--- src/rtl/wb_trace_fifo.sv ---
// Writeback commit trace FIFO: captures register commits until frozen or full, then drains them one per Pop.
// Optional dropped-commit counter port Ovf_Count is enabled by defining WB_TRACE_OVF_COUNT_EN.
module wb_trace_fifo #(
    parameter int unsigned DEPTH = 16,
    parameter int unsigned PTR_W = 4
) (
    input  logic              Clock,
    input  logic              Reset,
    input  logic              WB_Valid,
    input  logic [4:0]        WB_RegDest,
    input  logic [31:0]       WB_Data,
    input  logic [31:0]       WB_PC,
    input  logic              Freeze,
    input  logic              Pop,
    output logic [31:0]       Head_PC,
    output logic [31:0]       Head_Data,
    output logic [4:0]        Head_RegDest,
    output logic              Empty,
    output logic              Full,
    output logic [PTR_W:0]    Count,
    output logic              Draining,
`ifdef WB_TRACE_OVF_COUNT_EN
    output logic              Overflow,
    output logic [15:0]       Ovf_Count
`else
    output logic              Overflow
`endif
);

    localparam int unsigned CNT_W = PTR_W + 1;

    typedef enum logic {
        CAPTURE = 1'b0,
        DRAIN   = 1'b1
    } state_e;

    typedef struct packed {
        logic [31:0] pc;
        logic [31:0] data;
        logic [4:0]  rd;
    } entry_t;

    state_e           state_q, state_d;
    logic [PTR_W-1:0] wr_ptr_q, rd_ptr_q;
    logic [CNT_W-1:0] count_d;
    entry_t           mem_q [DEPTH];
    entry_t           wr_entry, next_entry;
    logic             commit, push, pop, drop;

    // Qualify commits and compute next occupancy and state.
    always_comb begin
        commit     = WB_Valid && (WB_RegDest != 5'd0);
        push       = (state_q == CAPTURE) && commit && !Full;
        pop        = (state_q == DRAIN) && Pop && !Empty;
        drop       = (state_q == DRAIN) && commit;
        wr_entry   = '{pc: WB_PC, data: WB_Data, rd: WB_RegDest};
        next_entry = mem_q[PTR_W'(rd_ptr_q + 1'b1)];

        count_d = Count;
        if (push) begin
            count_d = Count + 1'b1;
        end else if (pop) begin
            count_d = Count - 1'b1;
        end

        state_d = state_q;
        case (state_q)
            CAPTURE: if (Freeze || (count_d == CNT_W'(DEPTH))) state_d = DRAIN;
            DRAIN:   if (!Freeze && (count_d == '0))            state_d = CAPTURE;
            default: state_d = CAPTURE;
        endcase
    end

    // Entry storage carries no reset; validity is tracked by the pointers.
    always_ff @(posedge Clock) begin
        if (push) begin
            mem_q[wr_ptr_q] <= wr_entry;
        end
    end

    // Control FSM, pointers, flags and first-word-fall-through head register.
    always_ff @(posedge Clock) begin
        if (Reset) begin
            state_q      <= CAPTURE;
            wr_ptr_q     <= '0;
            rd_ptr_q     <= '0;
            Count        <= '0;
            Empty        <= 1'b1;
            Full         <= 1'b0;
            Draining     <= 1'b0;
            Overflow     <= 1'b0;
            Head_PC      <= '0;
            Head_Data    <= '0;
            Head_RegDest <= '0;
        end else begin
            state_q  <= state_d;
            Draining <= (state_d == DRAIN);
            Count    <= count_d;
            Empty    <= (count_d == '0);
            Full     <= (count_d == CNT_W'(DEPTH));
            if (drop) begin
                Overflow <= 1'b1;
            end
            if (push) begin
                wr_ptr_q <= PTR_W'(wr_ptr_q + 1'b1);
            end
            if (pop) begin
                rd_ptr_q <= PTR_W'(rd_ptr_q + 1'b1);
            end
            // Push and pop are mutually exclusive: pushes only in CAPTURE, pops only in DRAIN.
            if (push && Empty) begin
                Head_PC      <= wr_entry.pc;
                Head_Data    <= wr_entry.data;
                Head_RegDest <= wr_entry.rd;
            end else if (pop) begin
                if (Count == CNT_W'(1)) begin
                    Head_PC      <= '0;
                    Head_Data    <= '0;
                    Head_RegDest <= '0;
                end else begin
                    Head_PC      <= next_entry.pc;
                    Head_Data    <= next_entry.data;
                    Head_RegDest <= next_entry.rd;
                end
            end
        end
    end

`ifdef WB_TRACE_OVF_COUNT_EN
    // Saturating count of commits dropped while draining.
    always_ff @(posedge Clock) begin
        if (Reset) begin
            Ovf_Count <= '0;
        end else if (drop && (Ovf_Count != 16'hFFFF)) begin
            Ovf_Count <= Ovf_Count + 16'd1;
        end
    end
`endif

endmodule

--- config.mk ---
export PLATFORM = sky130hd
export DESIGN_NAME = wb_trace_fifo
export DESIGN_NICKNAME = d
export VERILOG_FILES = /design/src/rtl/wb_trace_fifo.sv
export SDC_FILE = /design/constraint.sdc
export NUM_CORES = 1
export LEC_CHECK = 0
export CAP_MARGIN = 20
export CORE_MARGIN = 5
export CORE_UTILIZATION = 45
export DETAILED_ROUTE_END_ITERATION = 16
export PLACE_DENSITY = 0.67
export SLEW_MARGIN = 20
export SYNTH_ARGS = -nofsm -noshare
export SYNTH_HDL_FRONTEND = slang
export SYNTH_SLANG_ARGS = --single-unit
--- constraint.sdc ---
create_clock -name Clock -period 7.3 [get_ports Clock]
set_input_delay 0.73 -clock Clock [delete_from_list [all_inputs] [get_ports Clock]]
set_output_delay 0.73 -clock Clock [all_outputs]
set_load 0.005 [all_outputs]
### Yosys cells after proc, flatten, opt, wreduce, memory -nomap -nowiden

Memory sizes are Yosys's and may differ from the RTL's.
Index checks and enable logic that the tools add are counted.

* flip-flop bits (word level): 86
* output and inout bits: 78
* memories: 1
* bits in writable memories: 1104

Memories
* mem_q: words 16, bits a word 69, read ports 1, clocked after memory_dff 0, write ports 1, RTL line 46 `entry_t mem_q [DEPTH];`

* add/subtract/negate cells: 4
* bitwise operators: 1
* equal/unequal tests: 2
* reductions and logical operators: 15
* muxes and demuxes: 16

Operators by type and width (count)
* 32-bit two-way mux: 6
* 5-bit two-way mux: 5
* 4-bit by 1-bit adder with 4-bit output (second input constant): 2
* 1-bit logical AND: 8
* 5-bit by 1-bit adder with 5-bit output (second input constant): 1
* 5-bit by 1-bit equality test with 1-bit output (second input constant): 1
* 5-bit equality test (second input constant): 1
* 5-bit logical NOT: 1
* 5-bit nonzero test: 1
* 5-bit by 1-bit subtractor with 5-bit output (second input constant): 1
* 1-bit two-way mux: 4
* 1-bit logical NOT: 3
* 1-bit one-hot mux with 2 select lines: 1
* 2-bit nonzero test: 1
* 1-bit logical OR: 1
* 1-bit NOT: 1

### Logic depth before layout (Yosys ltp)

Gate-level depths: netlist of run 1.

* word-level depth: 9
* gate-level depth with buffers: 9

### Worst setup path after synthesis of run 1

Ideal clock, no wire load.

* path type: input-to-reg
* start: input WB_RegDest[1]
* end: memory mem_q[3][0] in the netlist's numbering, enable pin
* required time: 6.719 ns
* path buffers: 1
* data arrival time: 5.947 ns
* setup time: 0.581 ns
* cell stages on the path: 5
* path slack: 0.773 ns
* cells stage by stage: or4_4 > o211a_4 > buf_6 > nand2_1 > nor3_1

* longest elaborated chain between the ends: 6

RTL lines
* from (decl): RTL line 10 `input logic [4:0] WB_RegDest,`
* 5-bit nonzero test: RTL line 52 `commit = WB_Valid && (WB_RegDest != 5'd0);`
* 1-bit logical AND: RTL line 52
* 1-bit logical AND (2 in a row): RTL line 53 `push = (state_q == CAPTURE) && commit && !Full;`
* 1-bit two-way mux: RTL line 76 `if (push) begin`
* 1-bit two-way mux (implied by the code): RTL line 77 `mem_q[wr_ptr_q] <= wr_entry;`
* to (decl): RTL line 46

Every way passes these cells.

### Worst setup path in the final report of run 1

* start: register rd_ptr_q[0]
* end: register Head_PC[6]

* longest elaborated chain between the ends: 5

RTL lines
* from (decl): RTL line 44 `logic [PTR_W-1:0] wr_ptr_q, rd_ptr_q;`
* from (signal assigned): RTL line 108 `rd_ptr_q <= PTR_W'(rd_ptr_q + 1'b1);`
* 4-bit by 1-bit adder with 4-bit output: RTL line 57 `next_entry = mem_q[PTR_W'(rd_ptr_q + 1'b1)];`
* memory 16 x 69 bit
* 32-bit two-way mux: RTL line 116 `if (Count == CNT_W'(1)) begin`
* 32-bit two-way mux: RTL line 115 `end else if (pop) begin`
* 32-bit two-way mux: RTL line 111 `if (push && Empty) begin`
* to (signal assigned): RTL line 112 `Head_PC <= wr_entry.pc;`
* to (signal assigned): RTL line 121 `Head_PC <= next_entry.pc;`
* to (decl): RTL line 15 `output logic [31:0] Head_PC,`

Every way passes these cells. The select of a mux whose other input is x is not followed.
A chain may end at the register's enable or synchronous reset.

==> flow_summary.ini, run 1 <==
[status]
status = complete, no violations

[timing]
fin_skew_ns = 0.0253
finalHoldViolCount = 0
fin_ws_ns = 3.24
worst_pin_slew_ns = 1.09
fin_setup_tns_ns = 0
slew_headroom_pct = 27.3
drv_slew = 0
setup_violations = 0
timing.final.crit_period_ns = 4.06
rsz0062_at_grt = no
clock.fmax_ghz = 0.247
min_period_over_period_pct = 55.5

[logic_synthesis]
ys_warn_count = 0
yosysSeqAreaShare_pct = 76.5
synth_most_common_cell = edfxtp_1
synth_top_cells_by_count = edfxtp_1 (1104), mux4_2 (276), dfxtp_1 (86)
netlist_top_cells_area = edfxtp_1 (73%), mux4_2 (14%), dfxtp_1 (3.8%), mux2_2 (1.7%), mux2i_1 (1.5%)
synthCells = 2185
syn_nets = 2267
netlist_area_sq_um = 45600
synth_area_per_cell_sq_um = 20.9
synthFlopType = edfxtp_1
yosysTopAreaCell = edfxtp_1
ys_ff_latch = 1190
synthDominantCellAreaShare_pct = 72.8
synthDistinctLibCells = 44
async_flop_share_pct = 0
synth_edf_count = 1104

[routing]
dr.pass1.iters = 5
routed_wl_mm = 101
drtIter0Drc = 2074
final_antenna_net_count = 0
vias = 22100
route.detailed.drc = 0
vias_per_cell = 5.79
drt-wirelength-per-cell_microns = 26.5

[global_route]
antenna_found_initial = 3
grt_overflow_total = 0
grt_pass1_wl_mm = 152
track_usage_pct = 18.8
first_global_vias = 23600
grt_max_degree = 107

[cts]
cts_root_buffer = clkbuf_16
clk_pin_slew_ns = 0.06
numCtsBuffers = 115
h-tree-depth = 3
cts_hold_buf = 0
postCtsSetupRepairBufs = 0
clk_latency_ns = 0.68
clock_sinks = 1190
tritoncts = built
cts_resized = 0
cts_buffer_depth = 3

[min_path]
hold_end = Head_Data[4]$_SDFFE_PP0P_
hp-class = in -> reg
hold_start = Reset
worstHoldPathCells = 2

[setup_path]
path_class = reg -> reg
critPathArrivalTime_ns = 4.58
r2r_slack_ns = 3.24
cp_top_family = flip-flops
crit_required_ns = 7.83
cpMaxStageDelayCell = dfxtp_4
startpoint_type = flop
path_buf_inv = 1
worstReg2RegEnd = Head_PC[6]$_SDFFE_PP0P_
worstRegToRegCells = 6
cp_max_fo = 70
endpoint_kind = flop
slowest_delay_ns = 0.94
path_cells = ha_4, buf_4, mux4_2, mux2_2, o21ai_0, o22ai_1
worstReg2RegStart = rd_ptr_q[0]$_SDFFE_PP0P_

[floorplanning]
rows = 116
die_h_microns = 328
start_util_pct = 45.4
core_area_sq_um = 100000
dieArea_sq_um = 108000
ios = 152
die_x_microns = 328

[placed_design]
hpwl_mm = 54.0
portBuffers = 151
dpl_cell_area_sq_um = 48700
gp_congestion = 0.723
place_ws_ns = 2.73

[power_and_ir_drop]
ir_drop_mv = 0.212
leakage_nw = 16.9
power_w = 0.0158
p_per_area_nw_per_um2 = 300

[finish]
drive_gt1_share_pct = 24.0
layout.nets = 2442
finalInstanceArea_sq_um = 52600
area_growth_pct = 15.5

[flow_run]
maxCapViolCount = 0
-- cell usage in the layout, fill, tap and decap left out, drive strengths merged, types with 7 or more instances in the layout --
master         instances
a21oi                 73
and3                  70
buf                   43
bufinv                 9
clkbuf               163
clkdlybuf4s50        150
clkinv                36
dfxtp                 86
edfxtp              1104
ha                     8
inv                    8
mux2                  69
mux2i                 69
mux4                 276
nand2                 82
nor2                  25
o21ai                 71
o22ai                 69
xor2                   7
-- power breakdown --
group	switching (W)	total [W]	internal, W
clock	0.00246	0.00585	0.00339
sequential	0.000151	0.00789	0.00774
combinational	0.00108	0.00203	0.000947
-- cell families after synthesis --
group	synth area share (%)
flip-flops	76.5
multiplexers	16.9
AO/OA/AOI/OAI	2.77
AND/OR/NAND/NOR	2.15
buffers and inverters	1.25
XOR/XNOR	0.211
adder cells (fa/ha/maj)	0.220
-- worst max path at each step --
stage	start	end	depth (start not counted)
2_1_floorplan	WB_RegDest[1]	mem_q[3][0]$_DFFE_PP_	5
3_3_place_gp	WB_RegDest[1]	mem_q[5][61]$_DFFE_PP_	6
3_5_place_dp	WB_RegDest[1]	mem_q[11][33]$_DFFE_PP_	6
4_1_cts	rd_ptr_q[0]$_SDFFE_PP0P_	Head_PC[6]$_SDFFE_PP0P_	6
5_1_grt	rd_ptr_q[0]$_SDFFE_PP0P_	Head_PC[23]$_SDFFE_PP0P_	6
6_report	rd_ptr_q[0]$_SDFFE_PP0P_	Head_PC[6]$_SDFFE_PP0P_	6
-- area by class of cell --
type	instances	area [sq um]
clock buffers	163	3220
well taps	1357	1700
repair buffers	193	1970
fillers	7716	47700
clock inverters	51	541
inverters	5	18.8
diodes	2	5.00
flip-flops and latches	1190	34900
multi-input cells	855	10300
-- metrics by stage --
step,hold slack (ns),utilization [%],std cells
finish,0.512,52.5,3816
global route,0.493,52.5,3814
CTS,0.473,52.4,3810
detailed placement,0.512,48.6,3596
global placement,0.493,48.6,3595
floorplan,0.454,-,2185
-- state kept, by name, summed over array words and instances (netlist names) --
signal / cells
mem_q: 1104
Head_Data: 32
Head_PC: 32
Count: 5
Head_RegDest: 5
rd_ptr_q: 4
wr_ptr_q: 4
Empty: 1
Full: 1
Overflow: 1
state_q: 1
-- layer usage --
metal	up-vias	wire length (microns)	GRT usage, %
met3	136	7300	3.70
met1	11800	42000	26.1
met4	0	1760	3.99
met5	-	0	0
li1	9415	-	-
met2	796	50100	31.5
Note: power is estimated with default switching activity, not from simulation.
==> inputs of run 2 (changes only) <==
- PLACE_DENSITY: 0.67 -> 0.69
- clock period: 7.3 -> 3.41 ns (I/O delays scaled with it)
==> flow_summary.ini, run 2 (same netlist as run 1, synthesis figures left out) <==
[status]
status = complete, no violations

[timing]
worst_pin_slew_ns = 1.12
fin_skew_ns = 0.0314
min_period_over_period_pct = 81.2
finalHoldViolCount = 0
rsz0062_at_grt = no
fin_setup_tns_ns = 0
setup_violations = 0
clock.fmax_ghz = 0.361
drv_slew = 0
timing.final.crit_period_ns = 2.77
slew_headroom_pct = 25.5

[finish]
drive_gt1_share_pct = 25.0
area_growth_pct = 16.2
layout_common_cells = edfxtp_1 (1104), mux4_2 (276), clkdlybuf4s50_1 (150)
finalInstanceArea_sq_um = 53000
fin_cells = 3855
final_common_cell = edfxtp_1
layout.nets = 2480
regMostFlops = mem_q
largest_register_ffs = 1104
top_regs = mem_q x1104, Head_Data x32, Head_PC x32

[min_path]
hp-class = in -> reg

[global_route]
first_global_vias = 23500
antenna_found_initial = 3
grt_pass1_wl_mm = 155
grt_overflow_total = 0
track_usage_pct = 19.3
grt_max_degree = 70

[power_and_ir_drop]
power_w = 0.0336
leakage_nw = 17.1
swShare_pct = 23.7
p_per_area_nw_per_um2 = 635
pwr-share-clk_pct = 36.4
p_switching_w = 0.00797
seqPwrFrac_pct = 50.1
internal-power_w = 0.0257
ir_drop_mv = 0.398
combinationalPowerShare_pct = 13.4

[flow_run]
maxCapViolCount = 0

[cts]
cts_resized = 0
clock_sinks = 1190
clk_pin_slew_ns = 0.06
tritoncts = built
numCtsBuffers = 114
clk_latency_ns = 0.69
h-tree-depth = 3
postCtsSetupRepairBufs = 0
cts_root_buffer = clkbuf_16
cts_buffer_depth = 3
cts_hold_buf = 1

[routing]
vias = 22500
drt-wirelength-per-cell_microns = 27.0
vias_per_cell = 5.83
wl_met3_mm = 8.24
routed.top_layer = met5
route.detailed.drc = 0
final_antenna_net_count = 0
routed_wl_mm = 104
dr.pass1.iters = 5
route.met2.wl_mm = 51.2
drtIter0Drc = 2324
wl_met1_mm = 42.6

[placed_design]
dpl_cell_area_sq_um = 49300
dp.cells = 3638
portBuffers = 151
hpwl_mm = 57.6
gp_congestion = 0.740

[floorplanning]
die_h_microns = 328
start_util_pct = 45.4
ios = 152
core_area_sq_um = 100000
dieArea_sq_um = 108000
rows = 116
die_x_microns = 328

[setup_path]
cp_max_fo = 36
path_class = reg -> reg
critPathArrivalTime_ns = 3.11
endpoint_kind = flop
crit_required_ns = 3.75
startpoint_type = flop
[run 2: final timing paths]
check / from / end / slack [ns] / cells past startpoint
max: wr_ptr_q[2]$_SDFFE_PP0P_ / mem_q[15][25]$_DFFE_PP_ / 0.64 / 3
min: WB_Valid / Overflow$_SDFFE_PP0P_ / 0.41 / 3
max reg2reg: wr_ptr_q[2]$_SDFFE_PP0P_ / mem_q[15][25]$_DFFE_PP_ / 0.64 / 3
min reg2reg: Overflow$_SDFFE_PP0P_ / Overflow$_SDFFE_PP0P_ / 0.48 / 2
[run 2: layout make-up]
class	instances	area (sq um)
inverters	5	18.8
well taps	1357	1700
multi-input cells	855	10300
repair buffers	232	2390
clock buffers	157	3140
clock inverters	56	518
fillers	7618	47300
diodes	3	7.51
flip-flops and latches	1190	34900
[run 2: stage by stage]
stage	worst slack [ns]	utilization (%)	hold slack, ns
after floorplan	-0.988	-	0.421
after global placement	0.304	49.1	0.484
after detailed placement	0.314	49.1	0.480
after CTS	0.614	52.8	0.354
after global routing	0.467	52.8	0.433
final	0.643	52.8	0.406
[run 2: power groups by stage]
stage                     clock [W]  combinational [W]  sequential [W]
after floorplan                   0            0.00272          0.0171
after global placement            0            0.00446          0.0171
after detailed placement          0            0.00455          0.0172
after CTS                    0.0125            0.00458          0.0169
after global routing         0.0132            0.00487          0.0169
final                        0.0123            0.00451          0.0169
[run 2: per-layer routing]
layer,vias to the layer above,global-route usage (%)
met3,149,4.04
met4,2,5.21
met2,957,31.6
met5,-,0
met1,11900,26.8
li1,9499,-
[run 2: critical path, stage by stage (launching register included)]
cell and delay (ns):
dfxtp_1 0.70, nand2_1 0.39, nor2_4 0.91, buf_12 0.38
